<file path="config.mk">
export PLATFORM = sky130hd
export DESIGN_NAME = min_cost_arbiter
export DESIGN_NICKNAME = d
export VERILOG_FILES = /design/src/rtl/min_cost_arbiter_pkg.sv /design/src/rtl/min_cost_arbiter_min4_select.sv /design/src/rtl/min_cost_arbiter.sv
export SDC_FILE = /design/constraint.sdc
export NUM_CORES = 1
export LEC_CHECK = 0
export BUFFER_PORTS_ARGS = -buffer_cell sky130_fd_sc_hd__buf_4
export CORE_MARGIN = 2
export CORE_UTILIZATION = 25
export CTS_CLUSTER_DIAMETER = 200
export DETAILED_ROUTE_END_ITERATION = 12
export PLACE_DENSITY = 0.46
export SETUP_SLACK_MARGIN = 0.15
export SYNTH_ARGS = -nofsm -noshare
export SYNTH_HDL_FRONTEND = slang
export SYNTH_SLANG_ARGS = --single-unit
</file>
<file path="constraint.sdc">
create_clock -name clk -period 4.9 [get_ports clk]
set_input_delay 0.98 -clock clk [delete_from_list [all_inputs] [get_ports clk]]
set_output_delay 0.98 -clock clk [all_outputs]
set_load 0.05 [all_outputs]
</file>
<file path="src/rtl/min_cost_arbiter_pkg.sv">
// Shared types and constants for the min-cost arbiter.
// Cost-slice helper extracts one requester's cost from the packed bus.
package min_cost_arbiter_pkg;

    localparam int NREQ = 4;
    localparam int CW   = 3;
    localparam int IDXW = 2;
    localparam int HOLD_W = 4;
    localparam logic [CW-1:0] AGE_MAX = 3'd7;

    typedef enum logic {
        IDLE  = 1'b0,
        GRANT = 1'b1
    } state_t;

    function automatic logic [CW-1:0] cost_slice(input logic [NREQ*CW-1:0] cost_bus,
                                                  input int unsigned idx);
        return cost_bus[idx*CW +: CW];
    endfunction

endpackage

</file>
<file path="src/rtl/min_cost_arbiter_min4_select.sv">
// Combinational 4-input minimum-index selector; zero latency, no flow control.
// Lowest index wins when keys are equal.
module min4_select
    import min_cost_arbiter_pkg::*;
(
    input  logic [CW:0]     key0_i,
    input  logic [CW:0]     key1_i,
    input  logic [CW:0]     key2_i,
    input  logic [CW:0]     key3_i,
    output logic [IDXW-1:0] idx_o
);

    logic [CW:0]     min01;
    logic [CW:0]     min23;
    logic [IDXW-1:0] idx01;
    logic [IDXW-1:0] idx23;

    always_comb begin
        // "<=" keeps the left (lower) index on ties at every level of the tree
        if (key0_i <= key1_i) begin
            min01 = key0_i;
            idx01 = 2'd0;
        end else begin
            min01 = key1_i;
            idx01 = 2'd1;
        end

        if (key2_i <= key3_i) begin
            min23 = key2_i;
            idx23 = 2'd2;
        end else begin
            min23 = key3_i;
            idx23 = 2'd3;
        end

        if (min01 <= min23) begin
            idx_o = idx01;
        end else begin
            idx_o = idx23;
        end
    end

endmodule

</file>
<file path="src/rtl/min_cost_arbiter.sv">
// Lowest effective-cost (cost - age) arbiter for 4 requesters with hold timeout.
// Grant latency 1 cycle; grant held until done, request drop, or HOLD_MAX cycles.
module min_cost_arbiter
    import min_cost_arbiter_pkg::*;
#(
    parameter int HOLD_MAX = 15
) (
    input  logic                 clk,
    input  logic                 rst_n,
    input  logic [NREQ-1:0]      req,
    input  logic [NREQ*CW-1:0]   cost,
    input  logic                 done,
    output logic [NREQ-1:0]      gnt,
    output logic                 gnt_valid,
    output logic [IDXW-1:0]      gnt_idx,
    output logic                 timeout
);

    state_t                     state_q, state_d;
    logic [NREQ-1:0]            gnt_q, gnt_d;
    logic [IDXW-1:0]            idx_q, idx_d;
    logic [HOLD_W-1:0]          hold_q, hold_d;
    logic                       timeout_q, timeout_d;
    logic [NREQ-1:0][CW-1:0]    age_q, age_d;

    logic [NREQ-1:0][CW:0]      keys;
    logic [IDXW-1:0]            sel_idx;
    logic                       hold_expired;
    logic                       release_now;

    // Non-requesters get MSB set so they lose against any real cost
    always_comb begin
        for (int i = 0; i < NREQ; i++) begin
            logic [CW-1:0] c_v;
            logic [CW-1:0] eff_v;
            c_v   = cost_slice(cost, i);
            eff_v = (c_v > age_q[i]) ? (c_v - age_q[i]) : '0;
            keys[i] = req[i] ? {1'b0, eff_v} : {1'b1, {CW{1'b0}}};
        end
    end

    min4_select u_min4_select (
        .key0_i (keys[0]),
        .key1_i (keys[1]),
        .key2_i (keys[2]),
        .key3_i (keys[3]),
        .idx_o  (sel_idx)
    );

    assign hold_expired = (hold_q == HOLD_W'(HOLD_MAX));
    assign release_now  = done || !req[idx_q] || hold_expired;

    always_comb begin
        state_d   = state_q;
        gnt_d     = gnt_q;
        idx_d     = idx_q;
        hold_d    = hold_q;
        timeout_d = 1'b0;
        age_d     = age_q;

        for (int i = 0; i < NREQ; i++) begin
            if (!req[i]) begin
                age_d[i] = '0;
            end
        end

        case (state_q)
            IDLE: begin
                if (req != '0) begin
                    state_d        = GRANT;
                    idx_d          = sel_idx;
                    gnt_d          = '0;
                    gnt_d[sel_idx] = 1'b1;
                    hold_d         = HOLD_W'(1);
                    for (int i = 0; i < NREQ; i++) begin
                        if (req[i]) begin
                            if (IDXW'(i) == sel_idx) begin
                                age_d[i] = '0;
                            end else if (age_q[i] != AGE_MAX) begin
                                age_d[i] = age_q[i] + 3'd1;
                            end
                        end
                    end
                end
            end
            GRANT: begin
                if (release_now) begin
                    state_d   = IDLE;
                    gnt_d     = '0;
                    idx_d     = '0;
                    hold_d    = '0;
                    // done or a dropped request override the timeout indication
                    timeout_d = hold_expired && !done && req[idx_q];
                end else begin
                    hold_d = hold_q + HOLD_W'(1);
                end
            end
            default: begin
                state_d = IDLE;
                gnt_d   = '0;
                idx_d   = '0;
                hold_d  = '0;
            end
        endcase
    end

    always_ff @(posedge clk or negedge rst_n) begin
        if (!rst_n) begin
            state_q   <= IDLE;
            gnt_q     <= '0;
            idx_q     <= '0;
            hold_q    <= '0;
            timeout_q <= 1'b0;
            age_q     <= '0;
        end else begin
            state_q   <= state_d;
            gnt_q     <= gnt_d;
            idx_q     <= idx_d;
            hold_q    <= hold_d;
            timeout_q <= timeout_d;
            age_q     <= age_d;
        end
    end

    assign gnt       = gnt_q;
    assign gnt_valid = (state_q == GRANT);
    assign gnt_idx   = idx_q;
    assign timeout   = timeout_q;

endmodule
</file>
# Word level (Yosys, flattened, before mapping)

Cells that the tools add are included.

Bits of input ports: 19
Flip-flop bits (word level): 24
Output and inout bits: 8

Bitwise gates (word level): 1
Reduce and logical (&&, ||, !) cells: 10
Magnitude comparators: 10
Eq/ne operators: 10
Add/sub/neg operators: 9
Multiplexer cells: 49

Operators with widths:

| operator                                                   | number |
|---|---|
| two-way mux 3 bit                                          | 20 |
| two-way mux 4 bit                                          | 10 |
| two-way mux 12 bit                                         | 2 |
| case mux 4 bit (2 select lines)                            | 2 |
| adder 3 x 1 -> 3 bit, second input constant                | 4 |
| greater-than comparator 3 bit                              | 4 |
| less-or-equal comparator 4 bit                             | 3 |
| != test 3 bit, second input constant                       | 4 |
| subtractor 3 bit                                           | 4 |
| two-way mux 1 bit                                          | 8 |
| less-than comparator 2 x 3 -> 1 bit, second input constant | 2 |
| two-way mux 2 bit                                          | 3 |
| adder 4 x 1 -> 4 bit, second input constant                | 1 |
| equality test 2 bit, first input constant                  | 2 |
| equality test 4 bit, second input constant                 | 1 |
| case mux 2 bit (2 select lines)                            | 1 |
| nonzero test 4 bit                                         | 1 |
| logical AND 1 bit                                          | 3 |
| binary-select mux 1 bit (select 2 bit)                     | 1 |
| demux 1 bit (select 2 bit)                                 | 1 |
| equality test 1 x 2 -> 1 bit, first input constant         | 1 |
| >= comparator 2 x 1 -> 1 bit, second input constant        | 1 |
| zero test 1 bit                                            | 2 |
| zero test 2 bit                                            | 1 |
| 6 further kinds                                            | 7 |

# Logic depth before layout (Yosys ltp)

Word-level depth: 13
Mapped depth: 20
Gate-level depth less buffers: 19

# Cells and area by module

Synthesis repeated with hierarchy kept, for this count alone.

Cell total of the unflattened synthesis: 247
Area, all modules: 2228.4 µm²

Modules (own cells, without submodules):

| module           | seq. area each (µm²) | instances | cells each | area each (µm²) |
|---|---|---|---|---|
| min_cost_arbiter | 600.6                | 1         | 200        | 1805.5 |
| min4_select      | 0.0                  | 1         | 47         | 422.9 |

# Least setup slack after synthesis

Ideal clock, no wire load.

Path kind: input to register
Start point: input port cost[7]
End point: register age_q[6] (netlist bit)
Path buffers: 1
Library setup time: 111 ps
Cell stages on the path: 18
Setup slack: 532 ps
Arrival: 4256 ps
Cells stage by stage: ha_1 -> nor2b_1 -> o21a_1 -> o21ai_0 -> nor2_1 -> ha_1 -> nor2b_1 -> o211ai_1 -> a21oi_1 -> buf_2 -> nor3_1 -> a41oi_1 -> ha_1 -> nor2b_1 -> o21ai_0 -> a21oi_2 -> nor3b_2 -> a2111oi_2

RTL lines:

| what                 | RTL line                | text |
|---|---|---|
| from (decl)          | min_cost_arbiter.sv:11  | `input logic [NREQ*CW-1:0] cost,` |
| to (signal assigned) | min_cost_arbiter.sv:121 | `age_q <= age_d;` |
| to (decl)            | min_cost_arbiter.sv:24  | `logic [NREQ-1:0][CW-1:0] age_q, age_d;` |

==> results.json <==
{
  "outcome": "complete, no violations",
  "initial_core_util_pct": 25.5,
  "drt_drc": 0,
  "synthFlopType": "dfrtp_1",
  "yosysWarningCount": 0,
  "ant_diodes": 0,
  "ir_drop_v": 0.000165,
  "syn_nets": 306,
  "routed_wl_um": 4990,
  "routed_via_density": 4.73,
  "avgSynthCellArea_um2": 8.94,
  "layout_worst_path_cycle_share_pct": 89.7,
  "synth-seq-area-share_pct": 27.1,
  "grt.total_usage_pct": 10.9,
  "drv_slew": 0,
  "postSynthRegisterBits": 24,
  "synth_async_sr_flop_share_pct": 100,
  "grt_max_degree": 25,
  "drtPass1Iterations": 4,
  "die_height_um": 98.2,
  "clk-insertion-delay-late_ps": 260,
  "first_pass_grt_wire_length_um": 8770,
  "route.vias.total": 1830,
  "clock-skew-final_ps": 3.66,
  "io_pins": 27,
  "gp_congestion": 0.748,
  "post_synth_inst_count": 248,
  "worstHoldPathType": "reg -> reg",
  "cp-start-kind": "input pin",
  "required_ps": 5060,
  "cts-root-to-sink-buffers": 2,
  "max_cap_violations": 0,
  "cts-htree-levels": 1,
  "half_perimeter_wire_length_after_detailed_placement_um": 4090,
  "grt_antenna_before_repair": 0,
  "clk_transition_reported_paths_ps": 90,
  "placementRows": 34,
  "max_slew_margin_pct": 34.2,
  "critical_path.endpoint_type": "flip-flop",
  "synth-edff-count": 0,
  "fin_util_pct": 30.4,
  "fin_tns_setup_ps": 0,
  "final_period_minus_worst_setup_slack_ps": 4400,
  "postCtsSetupRepairBufs": 0,
  "grt-ovfl-total": 0,
  "first_global_vias": 1856,
  "fin_nets": 338,
  "max_slew.worst_pin.slew_ps": 987,
  "pwr_density_cell_mw_per_mm2": 518,
  "drive_gt1_share_pct": 19.7,
  "floorplan.die.width_um": 98.2,
  "dieArea_mm2": 0.00964,
  "drt_iter0_markers": 60,
  "flow.area_growth_from_synthesis_pct": 19.1,
  "most-common-layout-cells": "ha_1 (35), buf_4 (31), inv_1 (29)",
  "setup_repair_after_global_routing_missed_its_margin": "false",
  "leakagePower_nw": 1.27,
  "final_hold_viol_count": 0,
  "hold_buffers": 0,
  "grtUsageMet2_pct": 17.6,
  "core-area_mm2": 0.00868,
  "placedInstanceArea_mm2": 0.00255,
  "crit_path_max_fanout": 7,
  "clock-root-buffer": "clkbuf_8",
  "synth_area_mm2": 0.00222,
  "global_route_met3_usage_pct": 1.22,
  "design_area_mm2": 0.00264,
  "worstSetupPathType": "in -> reg",
  "global_route.peak_usage_layer": "met2",
  "global_route.usage.met1_pct": 15.4,
  "synthDistinctLibCells": 45,
  "final_antenna_net_count": 0,
  "timing.fmax_ghz": 0.228,
  "placement.io_buffers": 26,
  "mostFrequentLayoutCell": "ha_1",
  "setup_viol": 0,
  "post_drt_wl_per_cell_um": 12.9,
  "cts_inserted_buffers": 3,
  "arrival_time_at_the_worst_endpoint_ps": 4550,
  "clock-sinks": 24,
  "tritoncts_clock_tree": "built"
}
==> cells in the mapped netlist (2+ instances only) <==
cell / instances / area, um2
a2111oi_2: 4 / 60.1
nor2b_1: 10 / 62.6
a21oi_2: 2 / 17.5
fa_1: 4 / 80.1
nand2b_1: 3 / 18.8
dfrtp_1: 24 / 601
o21a_1: 4 / 30.0
mux2i_1: 5 / 50.1
o22ai_1: 2 / 12.5
buf_4: 2 / 15.0
o21ai_0: 16 / 80.1
nand3_1: 12 / 60.1
mux2_2: 2 / 22.5
or3_1: 3 / 18.8
inv_1: 29 / 109
a21oi_1: 12 / 60.1
ha_1: 35 / 438
a31oi_1: 3 / 18.8
a21o_1: 5 / 37.5
nand2_1: 15 / 56.3
nand3b_1: 2 / 15.0
nor2_1: 16 / 60.1
nor3b_2: 2 / 25.0
nor3_1: 15 / 75.1
==> registers in the layout, indices dropped and copies added (netlist names) <==
| name | count |
|---|---|
| age_q | 12 |
| gnt_valid | 1 |
| gnt | 4 |
| gnt_idx | 2 |
| timeout | 1 |
| hold_q | 4 |
==> path summary, 6_finish.rpt <==
kind,startpoint,end,slack (ps),cells past startpoint
max,cost[7],age_q[6],500,19
max reg2reg,age_q[7],age_q[6],870,19
min,gnt[0],gnt[0],490,1
min in group asynchronous,rst_n,gnt[3],600,1
min reg2reg,gnt[0],gnt[0],490,1
max in group asynchronous,rst_n,gnt_valid,4040,1
==> power breakdown <==
part	internal (W)	total, W	switching (W)	leakage (nW)
sequential	0.000262	0.000327	0.0000650	0.320
combinational	0.000355	0.000868	0.000513	0.918
clock	0.000109	0.000174	0.0000645	0.0357
==> critical path, stage by stage <==
cell	delay, ps
buf_4	120
ha_1	320
nor2b_1	140
o21a_1	150
o21ai_0	150
buf_4	150
nor2_1	40
ha_1	280
nor2b_1	130
o211ai_1	110
a21oi_2	300
nor3_1	100
a41oi_2	240
ha_1	280
nor2b_1	140
o21ai_0	210
a21oi_2	170
nor3b_4	200
a2111oi_2	330
==> cell families (layout without fill, tap and decap cells) <==
family                     count (synthesis)  count (layout)  synth area share [%]
buffers and inverters                     33              64                  6.43
muxes                                      8               8                  4.29
DFF                                       24              24                  27.1
adders and majority gates                 39              39                  23.4
and+or+nand+nor                           87              87                  21.2
AOI/OAI and AO/OA                         57              57                  17.7
==> metrics by stage <==
step	power, W	setup WS, ps	hold WS (ps)	std cells
2_1_floorplan	0.000980	532	468	248
3_3_place_gp	0.00119	65.5	463	383
3_5_place_dp	0.00119	48.2	478	383
4_1_cts	0.00137	329	499	387
5_1_grt	0.00152	169	519	387
6_report	0.00137	505	493	387
==> routing by layer <==
layer  up-vias  routed length [um]
met5         -                   0
li1        949                   -
met3         4                 122
met1       851                2540
met4         0                  68
met2        26                2260
==> repair_timing <==
action	in CTS	in global routing
endpoints found under the hold margin	0	0
gates resized for setup	0	3
endpoints found under the setup margin	0	17
==> cell type report <==
cell class                      instances  area (um2)
Fill cell                             939        6040
Multi-Input combinational cell        191        1490
Sequential cell                        24         601
Timing Repair Buffer                   31         233
Tap cell                              108         135
Inverter                               29         109
Clock buffer                            3        41.3
Clock inverter                          1        30.0
Power figures use the tool's default switching activity.
